===== config.mk =====
export PLATFORM = sky130hd
export DESIGN_NAME = mole_spawner
export DESIGN_NICKNAME = d
export VERILOG_FILES = /design/src/rtl/mole_spawner.sv
export SDC_FILE = /design/constraint.sdc
export NUM_CORES = 1
export LEC_CHECK = 0
export BUFFER_PORTS_ARGS = -buffer_cell sky130_fd_sc_hd__buf_2
export CAP_MARGIN = 20
export CORE_ASPECT_RATIO = 0.6
export CORE_MARGIN = 3
export CORE_UTILIZATION = 48
export CTS_BUF_LIST = sky130_fd_sc_hd__clkbuf_8
export DETAILED_ROUTE_END_ITERATION = 12
export GPL_ROUTABILITY_DRIVEN = 0
export PLACE_DENSITY = 0.73
export RECOVER_POWER = 50
export SLEW_MARGIN = 25
export SYNTH_ARGS = -nofsm -noshare
export SYNTH_HDL_FRONTEND = slang
export SYNTH_SLANG_ARGS = --single-unit

===== constraint.sdc =====
create_clock -name clk -period 2.01 [get_ports clk]
set_input_delay 0.201 -clock clk [delete_from_list [all_inputs] [get_ports clk]]
set_output_delay 0.201 -clock clk [all_outputs]
set_load 0.02 [all_outputs]

===== src/rtl/mole_spawner.sv =====
// Whack-a-mole spawner: turns tick pulses into one-at-a-time moles, ages them and resolves hits.
module mole_spawner #(
    parameter int unsigned     N_HOLES    = 8,
    parameter int unsigned     LFSR_W     = 16,
    parameter logic [15:0]     SEED       = 16'hACE1,
    parameter int unsigned     LIFE_TICKS = 3
) (
    input  logic                       clk,
    input  logic                       rst_n,
    input  logic                       en,
    input  logic                       tick,
    input  logic                       hit_valid,
    input  logic [$clog2(N_HOLES)-1:0] hit_idx,
    output logic                       mole_valid,
    output logic [$clog2(N_HOLES)-1:0] mole_idx,
    output logic [N_HOLES-1:0]         mole_onehot,
    output logic                       hit_ok,
    output logic                       hit_wrong,
    output logic                       miss,
    output logic [7:0]                 hit_count
);

    localparam int unsigned IW     = $clog2(N_HOLES);
    localparam int unsigned LIFE_W = 8;
    localparam logic [LFSR_W-1:0] LFSR_MASK = LFSR_W'(16'hB400);
    // An all-zero seed would lock the LFSR, so it is replaced by 1.
    localparam logic [LFSR_W-1:0] SEED_EFF  = (SEED == 16'h0000) ? LFSR_W'(1) : LFSR_W'(SEED);
    localparam logic [LIFE_W-1:0] LIFE_INIT = LIFE_W'(LIFE_TICKS);

    typedef enum logic {
        ST_IDLE = 1'b0,
        ST_UP   = 1'b1
    } state_e;

    state_e              state_q, state_d;
    logic [LFSR_W-1:0]   lfsr_q, lfsr_d;
    logic [IW-1:0]       prev_idx_q, prev_idx_d;
    logic [LIFE_W-1:0]   life_q, life_d;
    logic                mole_valid_q, mole_valid_d;
    logic [IW-1:0]       mole_idx_q, mole_idx_d;
    logic [N_HOLES-1:0]  mole_onehot_q, mole_onehot_d;
    logic                hit_ok_q, hit_ok_d;
    logic                hit_wrong_q, hit_wrong_d;
    logic                miss_q, miss_d;
    logic [7:0]          hit_count_q, hit_count_d;

    logic [IW-1:0]       cand_raw_c;
    logic [IW-1:0]       cand_c;
    logic                hit_match_c;

    // Spawn candidate: low LFSR bits, bumped by one if it would repeat the last hole.
    always_comb begin
        cand_raw_c  = lfsr_q[IW-1:0];
        cand_c      = (cand_raw_c == prev_idx_q) ? cand_raw_c + IW'(1) : cand_raw_c;
        hit_match_c = hit_valid && (hit_idx == mole_idx_q);
    end

    // Next-state and registered-output logic.
    always_comb begin
        state_d      = state_q;
        lfsr_d       = lfsr_q;
        prev_idx_d   = prev_idx_q;
        life_d       = life_q;
        mole_valid_d = mole_valid_q;
        mole_idx_d   = mole_idx_q;
        hit_ok_d     = 1'b0;
        hit_wrong_d  = 1'b0;
        miss_d       = 1'b0;
        hit_count_d  = hit_count_q;

        if (!en) begin
            state_d      = ST_IDLE;
            life_d       = '0;
            mole_valid_d = 1'b0;
        end else begin
            lfsr_d = {1'b0, lfsr_q[LFSR_W-1:1]} ^ (lfsr_q[0] ? LFSR_MASK : '0);
            unique case (state_q)
                ST_IDLE: begin
                    if (hit_valid) begin
                        hit_wrong_d = 1'b1;
                    end
                    if (tick) begin
                        state_d      = ST_UP;
                        mole_valid_d = 1'b1;
                        mole_idx_d   = cand_c;
                        prev_idx_d   = cand_c;
                        life_d       = LIFE_INIT;
                    end
                end
                ST_UP: begin
                    if (hit_match_c) begin
                        // A correct hit wins over an expiring tick in the same cycle.
                        state_d      = ST_IDLE;
                        hit_ok_d     = 1'b1;
                        mole_valid_d = 1'b0;
                        life_d       = '0;
                        if (hit_count_q != 8'hFF) begin
                            hit_count_d = hit_count_q + 8'd1;
                        end
                    end else begin
                        if (hit_valid) begin
                            hit_wrong_d = 1'b1;
                        end
                        if (tick) begin
                            if (life_q > LIFE_W'(1)) begin
                                life_d = life_q - LIFE_W'(1);
                            end else begin
                                state_d      = ST_IDLE;
                                miss_d       = 1'b1;
                                mole_valid_d = 1'b0;
                                life_d       = '0;
                            end
                        end
                    end
                end
                default: state_d = ST_IDLE;
            endcase
        end

        mole_onehot_d = mole_valid_d ? (N_HOLES'(1) << mole_idx_d) : '0;
    end

    // State and output registers with synchronous active-low reset.
    always_ff @(posedge clk) begin
        if (!rst_n) begin
            state_q       <= ST_IDLE;
            lfsr_q        <= SEED_EFF;
            prev_idx_q    <= '0;
            life_q        <= '0;
            mole_valid_q  <= 1'b0;
            mole_idx_q    <= '0;
            mole_onehot_q <= '0;
            hit_ok_q      <= 1'b0;
            hit_wrong_q   <= 1'b0;
            miss_q        <= 1'b0;
            hit_count_q   <= '0;
        end else begin
            state_q       <= state_d;
            lfsr_q        <= lfsr_d;
            prev_idx_q    <= prev_idx_d;
            life_q        <= life_d;
            mole_valid_q  <= mole_valid_d;
            mole_idx_q    <= mole_idx_d;
            mole_onehot_q <= mole_onehot_d;
            hit_ok_q      <= hit_ok_d;
            hit_wrong_q   <= hit_wrong_d;
            miss_q        <= miss_d;
            hit_count_q   <= hit_count_d;
        end
    end

    assign mole_valid  = mole_valid_q;
    assign mole_idx    = mole_idx_q;
    assign mole_onehot = mole_onehot_q;
    assign hit_ok      = hit_ok_q;
    assign hit_wrong   = hit_wrong_q;
    assign miss        = miss_q;
    assign hit_count   = hit_count_q;

endmodule


==> flow_summary.json, run 1 <==
{
  "finalHoldViolations": 0,
  "drv_slew": 0,
  "timing.slew.headroom_pct": 27.7,
  "core_um2": 4260,
  "grt_start_max_net_pins": 21,
  "ys_seq_area_share_pct": 46.2,
  "cp-end-kind": "flip-flop",
  "drt_iter0_markers": 77,
  "pin_count": 31,
  "grt_pass1_wl_um": 7700,
  "die-area_um2": 5480,
  "postCtsHoldBufs": 0,
  "setup_tns_ns": 0,
  "num_vias": 1815,
  "first_global_vias": 1633,
  "hold_slack_ns": 0.176,
  "max_slew.worst_pin.slew_ns": 1.08,
  "std_cell_rows": 18,
  "synth_edf_count": 0,
  "syn_to_final_growth_pct": 14.8,
  "fmax_mhz": 522,
  "worstSetupStartpointType": "flip-flop",
  "p_leak_nw": 0.995,
  "via_per_inst": 5.35,
  "drc_errors": 0,
  "synth_area_um2": 2210,
  "crit_arrival_ns": 2.15,
  "initial_core_util_pct": 51.9,
  "synthArstFlopShare_pct": 0,
  "synth_top_area_share_pct": 46.2,
  "power.total_mw": 2.00,
  "yosysMostFrequentCell": "dfxtp_1",
  "synth.net_count": 256,
  "n_fill_cell": 382,
  "die_width_um": 93.6,
  "ant_nets": 0,
  "max_stage_delay_ns": 0.64,
  "ctsRootBufferMaster": "clkbuf_8",
  "synthTopCellsByCount": "dfxtp_1 (51), nor2_1 (44), nand2_1 (15)",
  "seqCellArea_um2": 1020,
  "htreeDepth": 2,
  "synthTopCellsByArea": "dfxtp_1 (46%), nor2_1 (7.5%), mux2i_1 (6.3%)",
  "synth_top_cell_by_area": "dfxtp_1",
  "final_nets": 290,
  "holdCritPathClass": "in -> reg",
  "ys_types": 45,
  "cpMaxStageDelayCell": "or4_4",
  "antenna_found_initial": 0,
  "p_per_area_nw_per_um2": 788,
  "grt_overflow": 0,
  "period_share_pct": 95.3,
  "routed_wl_um": 4680,
  "status": "completed",
  "yosys_most_used_dff": "dfxtp_1",
  "grtUsageTotal_pct": 17.9,
  "path_clk_slew_ns": 0.10,
  "dp_hpwl_um": 3310,
  "first_pass_iters": 4,
  "diodes": 0,
  "crit_fanout": 14,
  "period_needed_ns": 1.92,
  "synth_warnings": 0,
  "path_class": "reg -> reg",
  "synth-seq-cells": 51,
  "clock_path_buffers": 2,
  "cp.required_ns": 2.24,
  "drv_cap": 0,
  "clk_latency_ns": 0.30,
  "tritoncts": "done",
  "fp.dieH_um": 58.6,
  "syn_inst": 244,
  "rsz0062_at_grt": "no",
  "drive_above_1_share_pct": 12.2,
  "cts_buffers": 5,
  "wire_per_inst_um": 13.8,
  "numClockSinks": 51,
  "fin_worst_skew_ns": 0.00677,
  "syn_area_per_cell_um2": 9.06,
  "worstPathCellList": "xor2_1, or4_4, or4_1, a21oi_1",
  "port-buffer-count": 30,
  "multi_input_area_um2": 1130,
  "setup_violations": 0,
  "ir_drop_v": 0.000316
}
worst max-delay path: cells and delay by family, from the launching register on:
kind                      cells  cell delay, ns
AOI/OAI and AO/OA             1            0.14
xor gates and xnor gates      1            0.18
DFF                           1            0.35
and+or+nand+nor               2            1.17
flip-flops by register name, indices dropped and copies added, names as in the netlist:
| register | count |
|---|---|
| life_q | 8 |
| miss | 1 |
| state_q | 1 |
| prev_idx_q | 3 |
| hit_wrong | 1 |
| mole_valid | 1 |
| hit_count | 8 |
| mole_onehot | 8 |
| mole_idx | 3 |
| hit_ok | 1 |
| lfsr_q | 16 |
cells in the final DEF (no fill, tap or decap), types with 3 or more instances in the layout:
master / n
a21oi_1: 6
buf_2: 9
buf_4: 4
clkbuf_1: 22
clkbuf_8: 5
dfxtp_1: 48
dfxtp_2: 3
ha_1: 4
inv_1: 9
mux2i_1: 14
nand2_1: 15
nand2b_1: 4
nand3_1: 8
nor2_1: 43
nor3_1: 7
nor4_1: 4
o21ai_0: 13
o31ai_1: 4
or3_1: 6
xnor2_1: 9
xor2_1: 6
cells by family after synthesis:
group	Yosys count	share of synthesized area (%)
AND/OR/NAND/NOR	105	24.7
buffers and inverters	17	3.34
flip-flops	51	46.2
adder cells (fa/ha/maj)	4	2.26
multiplexers	15	6.85
AO/OA/AOI/OAI	37	10.8
XOR/XNOR	15	5.94
cell type report:
cell class                 count  share of cell area (%)
sequential                    51                    40.4
clock inverter                 3                    1.73
multi-input combinational    176                    44.7
timing repair buffer          35                    6.21
inverter                       9                    1.33
tap                           60                    2.96
clock buffer                   5                    2.71
where the power goes:
group | total, mW | internal (mW) | switching, mW
registers | 1.07 | 1.05 | 0.0253
logic | 0.212 | 0.0842 | 0.128
clock network | 0.716 | 0.371 | 0.345
total | 2.00 | 1.50 | 0.498
what timing repair did:
action	CTS	global route
setup endpoints to repair	0	11
setup buffers	0	0
gates resized for setup	0	7
routing by layer:
metal  routed length [um]  up-vias  GRT usage (%)
met5                    0        -              0
met4                   56        0           6.17
met3                  365        7           5.75
met2                 1840       68           25.1
met1                 2420      813           26.0
li1                     -      927              -
final timing paths:
| kind | start | to | slack (ns) | cells after the start |
|---|---|---|---|---|
| setup reg to reg | mole_idx[0] | hit_count[6] | 0.09 | 4 |
| hold / removal | rst_n | lfsr_q[0] | 0.18 | 2 |
| setup / recovery | mole_idx[0] | hit_count[6] | 0.09 | 4 |
| hold reg to reg | lfsr_q[8] | lfsr_q[7] | 0.48 | 2 |
metrics by stage:
stage,utilization [%],setup WS [ns],cell area [um^2],instances
after floorplan,-,0.167,2210,244
after global placement,57.2,0.118,2430,331
after detailed placement,57.2,0.0662,2430,331
after CTS,59.8,0.0160,2550,339
after global routing,59.6,0.00987,2540,339
final,59.6,0.0949,2540,339
No activity file was read; power rests on OpenSTA's default activity.
==> run 2, diff against run 1 <==
==> constraint.sdc (replaced) <==
create_clock -name clk -period 2.15 [get_ports clk]
set_input_delay 0.215 -clock clk [delete_from_list [all_inputs] [get_ports clk]]
set_output_delay 0.215 -clock clk [all_outputs]
set_load 0.02 [all_outputs]
==> run 2 against run 1 <==
Non-clock buffer count is 2 lower. Routed wire length is 0.47% lower. Worst hold slack better by 0.023 ns. Core utilization is 1.0 points lower. Largest cell class unchanged. Design area is 1.7% lower. Clock power is 11% lower. Register-to-register slack better by 0.03 ns. Combinational power is 11% lower.
==> flow_summary.json, run 2 (same netlist as run 1, synthesis figures left out) <==
{
  "period_share_pct": 94.2,
  "hold_slack_ns": 0.199,
  "routed_wl_um": 4660,
  "path_clk_slew_ns": 0.09,
  "layout_common_cells": "dfxtp_1 (50), nor2_1 (43), clkbuf_1 (23)",
  "die-area_um2": 5480,
  "regMostFlops": "lfsr_q",
  "htreeDepth": 2,
  "diodes": 0,
  "startpoint": "life_q[1]",
  "cts_setup_buffers": 0,
  "ff2ff_path_depth": 7,
  "wl_met1_um": 2450,
  "cp_num_buf_inv": 1,
  "cp.required_ns": 2.39,
  "path_class": "reg -> reg",
  "largest_reg_flops": 16,
  "setup_violations": 0,
  "syn_to_final_growth_pct": 12.8,
  "timing.rr.start": "life_q[1]",
  "rsz0062_at_grt": "no",
  "num_vias": 1808,
  "std_cell_rows": 18,
  "highest_layer": "met4",
  "grtUsageTotal_pct": 17.7,
  "timing.slew.headroom_pct": 27.9,
  "worstPathCellList": "inv_1, ha_1, nor2_2, nor4_1, nor4b_2, or3b_1, nor2_1",
  "cp-end-kind": "flip-flop",
  "antenna_found_initial": 0,
  "dp_hpwl_um": 3270,
  "ctsRootBufferMaster": "clkbuf_8",
  "final_common_cell": "dfxtp_1",
  "p_per_area_nw_per_um2": 732,
  "via_per_inst": 5.38,
  "port-buffer-count": 30,
  "worstSetupStartpointType": "flip-flop",
  "n_fill_cell": 381,
  "drv_slew": 0,
  "crit_arrival_ns": 2.27,
  "finalHoldViolations": 0,
  "cpMaxStageDelayCell": "or3b_1",
  "setup_tns_ns": 0,
  "first_global_vias": 1599,
  "grt_pass1_wl_um": 7730,
  "grt_start_max_net_pins": 21,
  "initial_core_util_pct": 51.9,
  "fp.dieH_um": 58.6,
  "clock_path_buffers": 2,
  "rrSetupSlack_ns": 0.12,
  "clk_latency_ns": 0.30,
  "drv_cap": 0,
  "cp.depth": 7,
  "fin_util_pct": 58.6,
  "die_width_um": 93.6,
  "endpoint": "mole_onehot[7]",
  "tritoncts": "done",
  "crit_fanout": 5,
  "pin_count": 31,
  "wire_per_inst_um": 13.9,
  "final_nets": 288,
  "numClockSinks": 51,
  "holdCritPathClass": "in -> reg",
  "ant_nets": 0,
  "postCtsHoldBufs": 0,
  "post_cts_resized": 1,
  "first_pass_iters": 7,
  "status": "completed",
  "core_um2": 4260,
  "wl_met3_um": 396,
  "max_slew.worst_pin.slew_ns": 1.08,
  "ir_drop_v": 0.000415,
  "wl_met2_um": 1760,
  "cts_buffers": 5,
  "drc_errors": 0,
  "fmax_mhz": 494,
  "r2r-end": "mole_onehot[7]",
  "drt_iter0_markers": 150,
  "grt_overflow": 0,
  "period_needed_ns": 2.03,
  "p_leak_nw": 0.971,
  "cp_top_family": "simple AND/OR/NAND/NOR gates",
  "fin_worst_skew_ns": 0.00509,
  "drive_above_1_share_pct": 9.06,
  "max_stage_delay_ns": 0.44
}
## run 2: worst min path at each step
stage	start	to	cells after the start
after floorplan	hit_valid	hit_wrong	1
after global placement	lfsr_q[6]	lfsr_q[6]	2
after detailed placement	lfsr_q[8]	lfsr_q[7]	2
after CTS	hit_valid	hit_wrong	2
after global routing	hit_valid	hit_wrong	2
final	hit_valid	hit_wrong	2
## run 2: cell type report
| cell class | count | area [um^2] | share of cell area, % |
|---|---|---|---|
| multi-input combinational | 176 | 1120 | 44.9 |
| sequential | 51 | 1020 | 41.0 |
| timing repair buffer | 33 | 141 | 5.67 |
| tap | 60 | 75.1 | 3.01 |
| clock buffer | 5 | 68.8 | 2.76 |
| clock inverter | 2 | 33.8 | 1.35 |
| inverter | 9 | 33.8 | 1.35 |
## run 2: worst reg2reg max path, stage by stage (launching register included)
cell and delay, ns:
dfxtp_1 0.41, inv_1 0.09, ha_1 0.25, nor2_2 0.20
nor4_1 0.13, nor4b_2 0.34, or3b_1 0.44, nor2_1 0.12
## run 2: power by group
group          total [mW]  leakage (nW)  switching (mW)  internal (mW)
logic               0.188         0.499           0.115         0.0728
clock network       0.634        0.0554           0.297          0.337
registers            1.00         0.416          0.0259          0.977
## run 2: metal layers
metal | vias up | GRT usage, %
met1 | 795 | 26.2
met2 | 75 | 25.7
met5 | - | 0
li1 | 926 | -
met3 | 12 | 4.73
met4 | 0 | 4.32
## run 2: through the flow
step	power (mW)	std cells	setup slack [ns]	instance area (um^2)
after floorplan	1.16	244	0.307	2210
after detailed placement	1.21	329	0.113	2420
after global placement	1.21	329	0.253	2420
final	1.82	336	0.124	2490
after CTS	1.84	336	0.0648	2520
after global routing	1.90	336	0.0760	2490
==> run 3, diff against run 2 <==
--- a/config.mk
+++ b/config.mk
@@ -5,16 +5,17 @@
 export SDC_FILE = /design/constraint.sdc
 export NUM_CORES = 1
 export LEC_CHECK = 0
-export BUFFER_PORTS_ARGS = -buffer_cell sky130_fd_sc_hd__buf_2
 export CAP_MARGIN = 20
 export CORE_ASPECT_RATIO = 0.6
 export CORE_MARGIN = 3
 export CORE_UTILIZATION = 48
 export CTS_BUF_LIST = sky130_fd_sc_hd__clkbuf_8
 export DETAILED_ROUTE_END_ITERATION = 12
+export DONT_BUFFER_PORTS = 1
 export GPL_ROUTABILITY_DRIVEN = 0
-export PLACE_DENSITY = 0.73
+export PLACE_DENSITY = 0.67
 export RECOVER_POWER = 50
+export SETUP_SLACK_MARGIN = 0.2
 export SLEW_MARGIN = 25
 export SYNTH_ARGS = -nofsm -noshare
 export SYNTH_HDL_FRONTEND = slang
==> run 3 against run 2 <==
Worst setup slack improved by 0.14 ns. Routed wire length decreased by 6.4%. Sequential share of layout area increased by 1.4 points. Design area decreased by 3.1%. Sequential cell count unchanged. Critical path type unchanged. Count of clock-buffer cells in the layout unchanged.
==> flow_summary.json, run 3 (same netlist as run 1, synthesis figures left out) <==
{
  "worstSetupStartpointType": "flip-flop",
  "setup_violations": 0,
  "finalHoldViolations": 0,
  "p_per_area_nw_per_um2": 767,
  "ir_drop_v": 0.000450,
  "fmax_mhz": 530,
  "diodes": 0,
  "die-area_um2": 5480,
  "drt_iter0_markers": 136,
  "power.total_mw": 1.85,
  "grt_overflow": 0,
  "period_needed_ns": 1.89,
  "syn_to_final_growth_pct": 9.28,
  "setup_tns_ns": 0,
  "ant_nets": 0,
  "fin_worst_skew_ns": 0.00311,
  "final_nets": 262,
  "max_slew.worst_pin.slew_ns": 0.647,
  "first_global_vias": 1499,
  "grtUsageTotal_pct": 17.1,
  "drv_slew": 0,
  "cts_buffers": 5,
  "layout_common_cells": "dfxtp_1 (48), nor2_1 (43), nand2_1 (15)",
  "cts_setup_buffers": 0,
  "die_width_um": 93.6,
  "status": "completed",
  "holdCritPathClass": "in -> reg",
  "first_pass_iters": 4,
  "post-place-ws_ns": 0.157,
  "path_clk_slew_ns": 0.09,
  "crit_arrival_ns": 2.07,
  "tritoncts": "done",
  "cp.required_ns": 2.33,
  "final_common_cell": "dfxtp_1",
  "clock_path_buffers": 2,
  "clk_latency_ns": 0.31,
  "fp.dieH_um": 58.6,
  "period_share_pct": 87.8,
  "std_cell_rows": 18,
  "via_per_inst": 5.42,
  "htreeDepth": 2,
  "place_area_um2": 2280,
  "path_class": "reg -> reg",
  "routed_wl_um": 4360,
  "crit_fanout": 9,
  "drv_cap": 0,
  "rsz0062_at_grt": "yes",
  "hold_slack_ns": 0.0367,
  "grt_pass1_wl_um": 7290,
  "p_leak_nw": 0.923,
  "numClockSinks": 51,
  "dp_hpwl_um": 3090,
  "regMostFlops": "lfsr_q",
  "timing.slew.headroom_pct": 56.8,
  "num_vias": 1685,
  "pin_count": 31,
  "ctsRootBufferMaster": "clkbuf_8",
  "drive_above_1_share_pct": 8.76,
  "drc_errors": 0,
  "wire_per_inst_um": 14.0,
  "design_area_um2": 2420,
  "port-buffer-count": 0,
  "setup_ws_ns": 0.262,
  "largest_reg_flops": 16,
  "core_um2": 4260,
  "grt_start_max_net_pins": 23,
  "antenna_found_initial": 0,
  "initial_core_util_pct": 51.9,
  "cp-end-kind": "flip-flop"
}
## run 3: path summary, 6_finish.rpt
kind | startpoint | endpoint | slack [ns] | cells after the start
setup / recovery | life_q[5] | life_q[4] | 0.26 | 5
hold / removal | rst_n | prev_idx_q[0] | 0.04 | 2
setup reg to reg | life_q[5] | life_q[4] | 0.26 | 5
hold reg to reg | lfsr_q[7] | lfsr_q[7] | 0.48 | 2
## run 3: area by class of cell
type,instances,area (um^2)
fill,386,1840
multi-input combinational,176,1120
sequential,51,1020
tap,60,75.1
clock buffer,5,68.8
clock inverter,3,46.3
timing repair buffer,7,46.3
inverter,9,33.8
## run 3: routing by layer
metal / up-vias / wire length (um) / global-route usage (%)
li1: 869 / - / -
met1: 746 / 2310 / 25.0
met2: 66 / 1530 / 21.1
met3: 4 / 468 / 7.41
met4: 0 / 52 / 7.61
met5: - / 0 / 0
## run 3: what timing repair did
item | CTS | global route
gates resized for setup | 3 | 2
pin swaps | 0 | 2
hold buffers | 2 | 0
hold endpoints to repair | 9 | 0
setup endpoints to repair | 4 | 11
## run 3: worst max-delay path: stages (launching register included)
cell,delay (ns)
dfxtp_1,0.37
or3_1,0.46
nor3_2,0.51
a2111oi_0,0.14
o21ai_0,0.16
o21ai_0,0.12
## run 3: report_power, final
part	leakage, nW	internal, mW	switching, mW
registers	0.417	0.978	0.0297
logic	0.451	0.0696	0.0953
clock network	0.0548	0.351	0.331
## run 3: stage by stage
step	util [%]	std cells
6_report	56.8	311
5_1_grt	56.8	311
4_1_cts	57.0	311
3_5_place_dp	53.6	301
3_3_place_gp	53.6	301
2_1_floorplan	-	244
